`src/rtl/meas_responder_pkg.sv`:
```
// meas_responder_pkg: shared state encodings and default parameters for the measurement path.
package meas_responder_pkg;
    localparam int ADC_W        = 12;
    localparam int N_LOG2_DEF   = 8;
    localparam int TIMEOUT_DEF  = 4095;
    localparam int OUT_HOLD_DEF = 16;

    typedef enum logic [2:0] {
        ST_IDLE    = 3'd0,
        ST_CAPTURE = 3'd1,
        ST_READY   = 3'd2,
        ST_OUTPUT  = 3'd3
    } state_t;

    // Sequencer states of the TOP_FSM that issues meas_trigger/output_trigger
    typedef enum logic [1:0] {
        TOP_IDLE    = 2'd0,
        TOP_MEASURE = 2'd1,
        TOP_REPORT  = 2'd2
    } top_state_t;
endpackage

```
`src/rtl/meas_responder_if.sv`:
```
// meas_responder_if: trigger, ADC sample and result/status signals between TOP_FSM and the responder.
interface meas_responder_if;
    import meas_responder_pkg::*;
    logic             meas_trigger;
    logic             output_trigger;
    logic             adc_valid;
    logic [ADC_W-1:0] adc_data;
    logic             busy;
    logic             meas_done;
    logic             meas_err;
    logic [ADC_W-1:0] result;
    logic [ADC_W-1:0] peak;
    logic             result_valid;
    logic             out_done;
    logic [2:0]       state;

    modport master (
        output meas_trigger, output_trigger, adc_valid, adc_data,
        input  busy, meas_done, meas_err, result, peak, result_valid, out_done, state
    );
    modport slave (
        input  meas_trigger, output_trigger, adc_valid, adc_data,
        output busy, meas_done, meas_err, result, peak, result_valid, out_done, state
    );
endinterface

```
`src/rtl/meas_accum.sv`:
```
// meas_accum: running sum and maximum of ADC samples; sum/peak outputs already include the current sample.
module meas_accum
    import meas_responder_pkg::*;
#(
    parameter int N_LOG2 = N_LOG2_DEF
) (
    input  logic                    clk,
    input  logic                    rst,
    input  logic                    clear,
    input  logic                    valid,
    input  logic [ADC_W-1:0]        data,
    output logic [ADC_W+N_LOG2-1:0] sum,
    output logic [ADC_W-1:0]        peak
);
    logic [ADC_W+N_LOG2-1:0] sum_q;
    logic [ADC_W-1:0]        peak_q;

    always_ff @(posedge clk or posedge rst) begin
        if (rst) begin
            sum_q  <= '0;
            peak_q <= '0;
        end else if (clear) begin
            sum_q  <= '0;
            peak_q <= '0;
        end else if (valid) begin
            sum_q  <= sum;
            peak_q <= peak;
        end
    end

    always_comb begin
        sum  = valid ? sum_q + (ADC_W+N_LOG2)'(data) : sum_q;
        peak = valid && data > peak_q ? data : peak_q;
    end
endmodule

```
`src/rtl/meas_responder.sv`:
```
// meas_responder: averages 2^N_LOG2 ADC samples with idle timeout, then presents the result for OUT_HOLD cycles on request.
module meas_responder
    import meas_responder_pkg::*;
#(
    parameter int N_LOG2   = N_LOG2_DEF,
    parameter int TIMEOUT  = TIMEOUT_DEF,
    parameter int OUT_HOLD = OUT_HOLD_DEF
) (
    input logic              clk,
    input logic              rst,
    meas_responder_if.slave  bus
);
    localparam int TW = $clog2(TIMEOUT + 1);
    localparam int HW = $clog2(OUT_HOLD + 1);

    state_t                  st, st_nx;
    logic [N_LOG2-1:0]       cnt;
    logic [TW-1:0]           tmo;
    logic [HW-1:0]           hold;
    logic [ADC_W+N_LOG2-1:0] sum;
    logic [ADC_W-1:0]        pk, result_q, peak_q;
    logic                    err_q, mdone_q, odone_q;
    logic                    start, take, last, expire, hold_end;

    assign start    = (st == ST_IDLE || st == ST_READY) && bus.meas_trigger;
    assign take     = st == ST_CAPTURE && bus.adc_valid;
    assign last     = take && &cnt;
    // Fires so meas_done lands on the TIMEOUT-th silent cycle after the last sample
    assign expire   = st == ST_CAPTURE && !bus.adc_valid && tmo == TW'(TIMEOUT - 2);
    assign hold_end = st == ST_OUTPUT && hold == HW'(OUT_HOLD - 1);

    meas_accum #(.N_LOG2(N_LOG2)) u_accum (
        .clk  (clk),
        .rst  (rst),
        .clear(start),
        .valid(take),
        .data (bus.adc_data),
        .sum  (sum),
        .peak (pk)
    );

    always_ff @(posedge clk or posedge rst) begin
        if (rst) st <= ST_IDLE;
        else     st <= st_nx;
    end

    always_comb begin
        st_nx = ST_IDLE;
        case (st)
            ST_IDLE:    st_nx = start ? ST_CAPTURE : ST_IDLE;
            ST_CAPTURE: st_nx = last || expire ? ST_READY : ST_CAPTURE;
            ST_READY:   st_nx = start ? ST_CAPTURE : bus.output_trigger ? ST_OUTPUT : ST_READY;
            ST_OUTPUT:  st_nx = hold_end ? ST_READY : ST_OUTPUT;
            default:    st_nx = ST_IDLE;
        endcase
    end

    always_ff @(posedge clk or posedge rst) begin
        if (rst) begin
            cnt      <= '0;
            tmo      <= '0;
            hold     <= '0;
            result_q <= '0;
            peak_q   <= '0;
            err_q    <= 1'b0;
            mdone_q  <= 1'b0;
            odone_q  <= 1'b0;
        end else begin
            cnt      <= start ? '0 : take ? cnt + 1'b1 : cnt;
            tmo      <= start || take ? '0 : st == ST_CAPTURE ? tmo + 1'b1 : tmo;
            hold     <= st == ST_OUTPUT ? hold + 1'b1 : '0;
            err_q    <= start ? 1'b0 : expire ? 1'b1 : err_q;
            mdone_q  <= last || expire;
            odone_q  <= hold_end;
            result_q <= last ? ADC_W'(sum >> N_LOG2) : expire ? '0 : result_q;
            peak_q   <= last ? pk : expire ? '0 : peak_q;
        end
    end

    always_comb begin
        bus.busy         = st == ST_CAPTURE || st == ST_OUTPUT;
        bus.result_valid = st == ST_OUTPUT;
        bus.state        = st;
        bus.meas_done    = mdone_q;
        bus.meas_err     = err_q;
        bus.out_done     = odone_q;
        bus.result       = result_q;
        bus.peak         = peak_q;
    end
endmodule

```
`src/flat_wrapper.sv`:
```
// flat-port wrapper written by rule: the top's interface ports become plain ports
module meas_responder_flat import meas_responder_pkg::*;
#(
    parameter int N_LOG2   = N_LOG2_DEF,
    parameter int TIMEOUT  = TIMEOUT_DEF,
    parameter int OUT_HOLD = OUT_HOLD_DEF
)
  (clk, rst, bus_meas_trigger, bus_output_trigger, bus_adc_valid, bus_adc_data, bus_busy, bus_meas_done, bus_meas_err, bus_result, bus_peak, bus_result_valid, bus_out_done, bus_state);
  meas_responder_if bus_i ();
  input logic clk;
  input logic rst;
  input wire logic [$bits(bus_i.meas_trigger)-1:0] bus_meas_trigger;
  input wire logic [$bits(bus_i.output_trigger)-1:0] bus_output_trigger;
  input wire logic [$bits(bus_i.adc_valid)-1:0] bus_adc_valid;
  input wire logic [$bits(bus_i.adc_data)-1:0] bus_adc_data;
  output wire logic [$bits(bus_i.busy)-1:0] bus_busy;
  output wire logic [$bits(bus_i.meas_done)-1:0] bus_meas_done;
  output wire logic [$bits(bus_i.meas_err)-1:0] bus_meas_err;
  output wire logic [$bits(bus_i.result)-1:0] bus_result;
  output wire logic [$bits(bus_i.peak)-1:0] bus_peak;
  output wire logic [$bits(bus_i.result_valid)-1:0] bus_result_valid;
  output wire logic [$bits(bus_i.out_done)-1:0] bus_out_done;
  output wire logic [$bits(bus_i.state)-1:0] bus_state;
  assign bus_i.meas_trigger = bus_meas_trigger;
  assign bus_i.output_trigger = bus_output_trigger;
  assign bus_i.adc_valid = bus_adc_valid;
  assign bus_i.adc_data = bus_adc_data;
  assign bus_busy = bus_i.busy;
  assign bus_meas_done = bus_i.meas_done;
  assign bus_meas_err = bus_i.meas_err;
  assign bus_result = bus_i.result;
  assign bus_peak = bus_i.peak;
  assign bus_result_valid = bus_i.result_valid;
  assign bus_out_done = bus_i.out_done;
  assign bus_state = bus_i.state;
  meas_responder #(.N_LOG2(N_LOG2), .TIMEOUT(TIMEOUT), .OUT_HOLD(OUT_HOLD)) u_core (.clk(clk), .rst(rst), .bus(bus_i));
endmodule
```
`config.mk`:
```
export PLATFORM = sky130hd
export DESIGN_NAME = meas_responder_flat
export DESIGN_NICKNAME = d
export VERILOG_FILES = /design/src/rtl/meas_responder_pkg.sv /design/src/rtl/meas_responder_if.sv /design/src/rtl/meas_accum.sv /design/src/rtl/meas_responder.sv /design/src/flat_wrapper.sv
export SDC_FILE = /design/constraint.sdc
export NUM_CORES = 1
export LEC_CHECK = 0
export CAP_MARGIN = 0
export CORE_ASPECT_RATIO = 0.5
export CORE_MARGIN = 4
export CORE_UTILIZATION = 30
export CTS_CLUSTER_SIZE = 14
export DETAILED_ROUTE_END_ITERATION = 10
export PLACE_DENSITY_LB_ADDON = 0.15
export SETUP_SLACK_MARGIN = 0.4
export SLEW_MARGIN = 40
export SYNTH_ARGS = -nofsm -noshare
export SYNTH_HDL_FRONTEND = slang
export SYNTH_SLANG_ARGS = --single-unit
```
`constraint.sdc`:
```
create_clock -name clk -period 3.45 [get_ports clk]
set_clock_uncertainty 0.05 [all_clocks]
set_input_delay 0.69 -clock clk [delete_from_list [all_inputs] [get_ports clk]]
set_output_delay 0.69 -clock clk [all_outputs]
set_load 0.01 [all_outputs]
```
# --- Yosys cells after proc, flatten, opt, wreduce, memory -nomap -nowiden ---
# Index checks and enable logic that the tools add are counted.
word_totals:
  ff_bits: 87
  in_bits: 17
  wordCells: 61
op_classes:
  add_sub_neg: 4
  magnitude_cmp: 1
  eq_ne: 5
  mux: 22
  n_reduce_logical: 18
ops:
  columns: ["operator", "n"]
  rows:
  - ["$mux W12", 8]
  - ["$mux W20", 3]
  - ["$add A20 B12 Y20", 1]
  - ["$mux W8", 2]
  - ["$add A12 B1 Y12 const B", 1]
  - ["$eq A12 B12 Y1 const B", 1]
  - ["$gt A12 B12 Y1", 1]
  - ["$pmux W3 S4", 1]
  - ["$add A8 B1 Y8 const B", 1]
  - ["$reduce_and A8 Y1", 1]
  - ["$reduce_bool A2 Y1", 4]
  - ["$logic_and A1 B1 Y1", 7]
  - ["$eq A3 B2 Y1 const B", 2]
  - ["$add A5 B1 Y5 const B", 1]
  - ["$eq A5 B4 Y1 const B", 1]
  - ["$mux W1", 5]
  - ["$mux W5", 1]
  - ["$logic_or A1 B1 Y1", 4]
  - ["$eq A3 B1 Y1 const B", 1]
  - ["$logic_not A3 Y1", 1]
  - ["$mux W3", 1]
  - ["$mux W2", 1]
  - ["$logic_not A1 Y1", 1]

# --- Logic depth before layout (Yosys ltp) ---
logic_depth:
  depth_word: 6
  depth_mapped: 10
  depth_no_buf: 9

# --- Hierarchy ---
# From an unflattened synthesis, not the netlist that was laid out.
unflattened:
  hier_cells: 516
  hier_area_um2: 5103.6
by_module_without_submodules:
  columns: ["module", "n_inst", "cells_per_inst", "area_per_inst_um2", "seq_area_each_um2"]
  rows:
  - ["meas_accum", 1, 315, 2747.6, 800.8]
  - ["meas_responder", 1, 201, 2356.0, 1351.3]

# --- Least setup slack after synthesis ---
# OpenSTA, ideal clock, no wires.
synth_timing:
  kind: "input to register"
  from: "input port bus_adc_data[0]"
  to: "register u_core.result_q[8] (netlist: u_core.bus.result[8])"
  t_arrival_ps: 2409
  t_required_ps: 3276
  setup_slack_ps: 867
  stages: 10
  path_cell_list: "ha_1 -> inv_1 -> fa_1 -> nor2b_1 -> o21ai_1 -> o211ai_2 -> a31oi_1 -> buf_2 -> o211a_1 -> a211o_1"
synth_between:
  elab_chain_len: 3
synth_rtl:
  columns: ["item", "line", "source"]
  rows:
  - ["start, declared", "flat_wrapper.sv:15", "input wire logic [$bits(bus_i.adc_data)-1:0] bus_adc_data;"]
  - ["$add A20 B12 Y20", "meas_accum.sv:32", "sum = valid ? sum_q + (ADC_W+N_LOG2)'(data) : sum_q;"]
  - ["$mux W20", "meas_accum.sv:32", null]
  - ["$mux W12", "meas_responder.sv:75", "result_q <= last ? ADC_W'(sum >> N_LOG2) : expire ? '0 : result_q;"]
  - ["end signal, assigned", "meas_responder.sv:75", null]
  - ["end, declared", "meas_responder.sv:21", "logic [ADC_W-1:0] pk, result_q, peak_q;"]
# No other way between the ends.
# A chain may end at the register's enable or synchronous reset.

# --- Worst setup path in the final report ---
layout_timing:
  from: "input port bus_adc_data[0]"
  to: "register u_core.u_accum.sum_q[18]"
layout_between:
  elab_chain_len: 4
layout_rtl:
  columns: ["item", "line", "source"]
  rows:
  - ["$add A20 B12 Y20", "meas_accum.sv:32", null]
  - ["$mux W20", "meas_accum.sv:32", null]
  - ["$mux W20", "meas_accum.sv:25", "end else if (valid) begin"]
  - ["$mux W20", "meas_accum.sv:22", "end else if (clear) begin"]
  - ["end signal, assigned", "meas_accum.sv:26", "sum_q <= sum;"]
  - ["end, declared", "meas_accum.sv:15", "logic [ADC_W+N_LOG2-1:0] sum_q;"]
# No other way between the ends. The select of a mux whose other input is x is not followed.

==> flow_summary.toml <==
[clock_network]
hold_buffers = 0
cts_made_buffers = 9
cts_buffer_depth = 2
cts_setup_buffers = 0
cts_root_buffer = "clkbuf_16"
clk_pin_slew_ps = 70
h-tree-depth = 3
clk_latency_ps = 340
cts_tree = "built"
cts.sinks = 86

[sta]
final-hold-violation-count = 0
finalSetupViolCount = 0
rsz0062_at_grt = "true"
fin_crit_sh = 0.8481
finalMaxSlewViolations = 0
fmax_ghz = 0.3418
setup-tns-final_ps = 0
period_needed_ps = 2926
setup_ws_ps = 523.9

[route]
ant_nets = 0
drc_errors = 0
first_pass_iters = 4
wl_per_cell_um = 14.57
viasPerCell = 4.680
drtIter0Drc = 148
wl_um = 10620
vias = 3412

[worst_setup_path]
worstPathArrival_ps = 3090
reg2reg_from = "u_core.u_accum.sum_q[0]$_DFFE_PP0N_"
critPathLaunch = "bus_adc_data[0]"
slowest_delay_ps = 500
crit_slowest_cell = "clkdlybuf4s50_1"
end_kind = "flop"
critical_path.cell_chain = "clkdlybuf4s50_1, ha_2, inv_1, fa_1, nor2b_1, o21ai_1, o211ai_2, a31oi_4, buf_4, o311ai_0, o41ai_1"
critPathTopFamily = "compound AO/OA/AOI/OAI gates"
crit_path_max_fanout = 8
crit_buf_inv = 3
setup.worst_path.class = "in -> reg"
critPathLaunchType = "input pin"
cp.required_ps = 3610

[pwr]
ir_drop_uv = 291.7
p_clk_frac = 0.282
combPwrFrac = 0.346
powerDensity_nw_per_um2 = 628.1
p_leak_nw = 2.660
switching_share = 0.3491
p_seq_frac = 0.372
intPower_mw = 2.350
switchingPower_mw = 1.261

[cells_and_area]
multi_input_area_um2 = 2342
area_growth_pct = 21.92
regArea_um2 = 2152
n_antenna_cell = 0
drive_gt1_frac = 0.08762
finish.utilization = 0.3729
fin_nets = 567
fill_cells = 1592
final_cell_mix = "dfrtp_1 (86), nand2_1 (54), clkdlybuf4s50_1 (47), nor2_1 (31), ha_1 (28)"
mostFrequentLayoutCell = "dfrtp_1"

[global_routing]
antenna_found_initial = 0
grt_max_degree = 87
grt_pass1_wl_um = 18490
grt_pass1_vias = 3513
track_usage = 0.1268
gr-total-overflow = 0

[die]
dieHeight_um = 96.65
num_rows = 32
start_util = 0.3058
core_area_um2 = 15410
die-area_um2 = 17910
io_pins = 49
die_x_um = 185.3

[yosys]
synthArstFlopShare = 1.000
synth-simple-area-share = 0.1667
synth-compound-area-share = 0.1476
synth_area_per_cell_um2 = 10.01
synth_cells = 471
syn_nets = 518
ys_types = 58
synth_xor_xnor_area_share = 0.05759
synth-seq-cells = 86
yosysSeqAreaShare = 0.4565
synth_fa_ha_area_frac = 0.08121
syn-cell-area_um2 = 4715
synth.area.mux_share = 0.03822
synth_top_family_by_area = "simple AND/OR/NAND/NOR gates"
ys_warn_count = 0
ys.flop_type = "dfrtp_1"
synth_edf_count = 0

[job]
drv_cap = 0

[placement]
dp_slack_ps = 89.63
io_buffer_count = 47
place_hpwl_um = 7381
place_congestion = 0.7525

[hold_path]
hold_class = "reg -> reg"
hold_start = "u_core.hold[0]$_DFF_PP0_"

[status]
outcome = "completed"
-- worst register-to-register path: cells and delay by family (launching register included) --
family | cells | cell delay, ps
flops | 1 | 350
simple gates | 1 | 130
compound gates | 5 | 940
fa+ha+maj | 2 | 570
buf+inv | 2 | 240
-- cell usage after synthesis (4+ instances only) --
cell / number / area share
nor2_1: 31 / 0.025
a21o_1: 5 / 0.0080
a31oi_1: 4 / 0.0053
o21ai_1: 12 / 0.013
inv_1: 24 / 0.019
and2_1: 4 / 0.0053
nand4_1: 6 / 0.0080
xor2_1: 20 / 0.037
o21ai_0: 25 / 0.027
ha_1: 29 / 0.077
nand2_1: 54 / 0.043
dfrtp_1: 86 / 0.46
clkbuf_1: 10 / 0.0080
a22o_1: 17 / 0.032
nand3_1: 25 / 0.027
buf_2: 4 / 0.0042
and3_1: 12 / 0.016
mux2i_1: 18 / 0.038
xnor2_1: 11 / 0.020
buf_6: 4 / 0.0096
a21oi_1: 13 / 0.014
buf_4: 4 / 0.0064
-- path summary, 6_finish.rpt --
check | cells after the start | endpoint | slack [ps]
worst max-delay path | 11 | u_core.u_accum.sum_q[18]$_DFFE_PP0N_ | 520
worst min-delay path | 1 | u_core.hold[0]$_DFF_PP0_ | 420
worst max register to register | 10 | u_core.u_accum.sum_q[18]$_DFFE_PP0N_ | 1040
worst min register to register | 1 | u_core.hold[0]$_DFF_PP0_ | 420
max in group asynchronous | 3 | u_core.hold[3]$_DFF_PP0_ | 2240
min in group asynchronous | 3 | u_core.bus.peak[11]$_DFFE_PP0P_ | 710
-- sequential cells by signal, summed over array words and instances, names as in the netlist --
name	flops
u_core.bus.meas_done	1
u_core.bus.meas_err	1
u_core.bus.out_done	1
u_core.bus.peak	12
u_core.bus.result	12
u_core.bus.state	2
u_core.cnt	8
u_core.hold	5
u_core.tmo	12
u_core.u_accum.peak_q	12
u_core.u_accum.sum_q	20
-- stage by stage --
stage | hold slack [ps] | std cells | cell area [µm²] | total power, mW
after floorplan | 382.9 | 471 | 4715 | 2.296
after global placement | 405.7 | 713 | 5419 | 2.592
after detailed placement | 412.6 | 713 | 5419 | 2.596
after CTS | 421.9 | 729 | 5725 | 3.638
after global routing | 439.1 | 729 | 5748 | 3.914
final | 418.7 | 729 | 5748 | 3.610
-- area by class of cell --
cell class,instances,share of cell area
Clock buffer,10,0.04158
Inverter,24,0.01589
Sequential cell,86,0.3744
Clock inverter,6,0.01175
Tap cell,204,0.04441
Timing Repair Buffer,61,0.1045
Multi-Input combinational cell,338,0.4075
-- logic make-up (layout without fill, tap and decap cells) --
group | after synthesis | after routing
flip-flops | 86 | 86
adder cells (fa/ha/maj) | 30 | 30
AND/OR/NAND/NOR | 156 | 156
AO/OA/AOI/OAI | 102 | 102
buffers and inverters | 47 | 101
multiplexers | 18 | 18
XOR/XNOR | 31 | 31
other | 1 | 1
-- power by group through the flow --
| stage | clock (mW) | sequential (mW) | combinational (mW) |
|---|---|---|---|
| 2_1_floorplan | 0 | 1.32 | 0.974 |
| 3_3_place_gp | 0 | 1.36 | 1.23 |
| 3_5_place_dp | 0 | 1.36 | 1.23 |
| 4_1_cts | 1.05 | 1.35 | 1.24 |
| 5_1_grt | 1.09 | 1.38 | 1.44 |
| 6_report | 1.02 | 1.34 | 1.25 |
-- what timing repair did --
| item | in CTS | in global routing |
|---|---|---|
| hold endpoints to repair | 0 | 0 |
| endpoints found under the setup margin | 0 | 16 |
| resized for setup | 0 | 4 |
-- per-layer routing --
| layer | global-route usage | up-vias | part of all wire |
|---|---|---|---|
| li1 | - | 1749 | - |
| met1 | 0.1938 | 1610 | 0.55 |
| met2 | 0.1824 | 47 | 0.41 |
| met3 | 0.03156 | 6 | 0.030 |
| met4 | 0.02198 | 0 | 0.0068 |
| met5 | 0 | - | 0 |
Note: power is estimated with default switching activity, not from simulation.
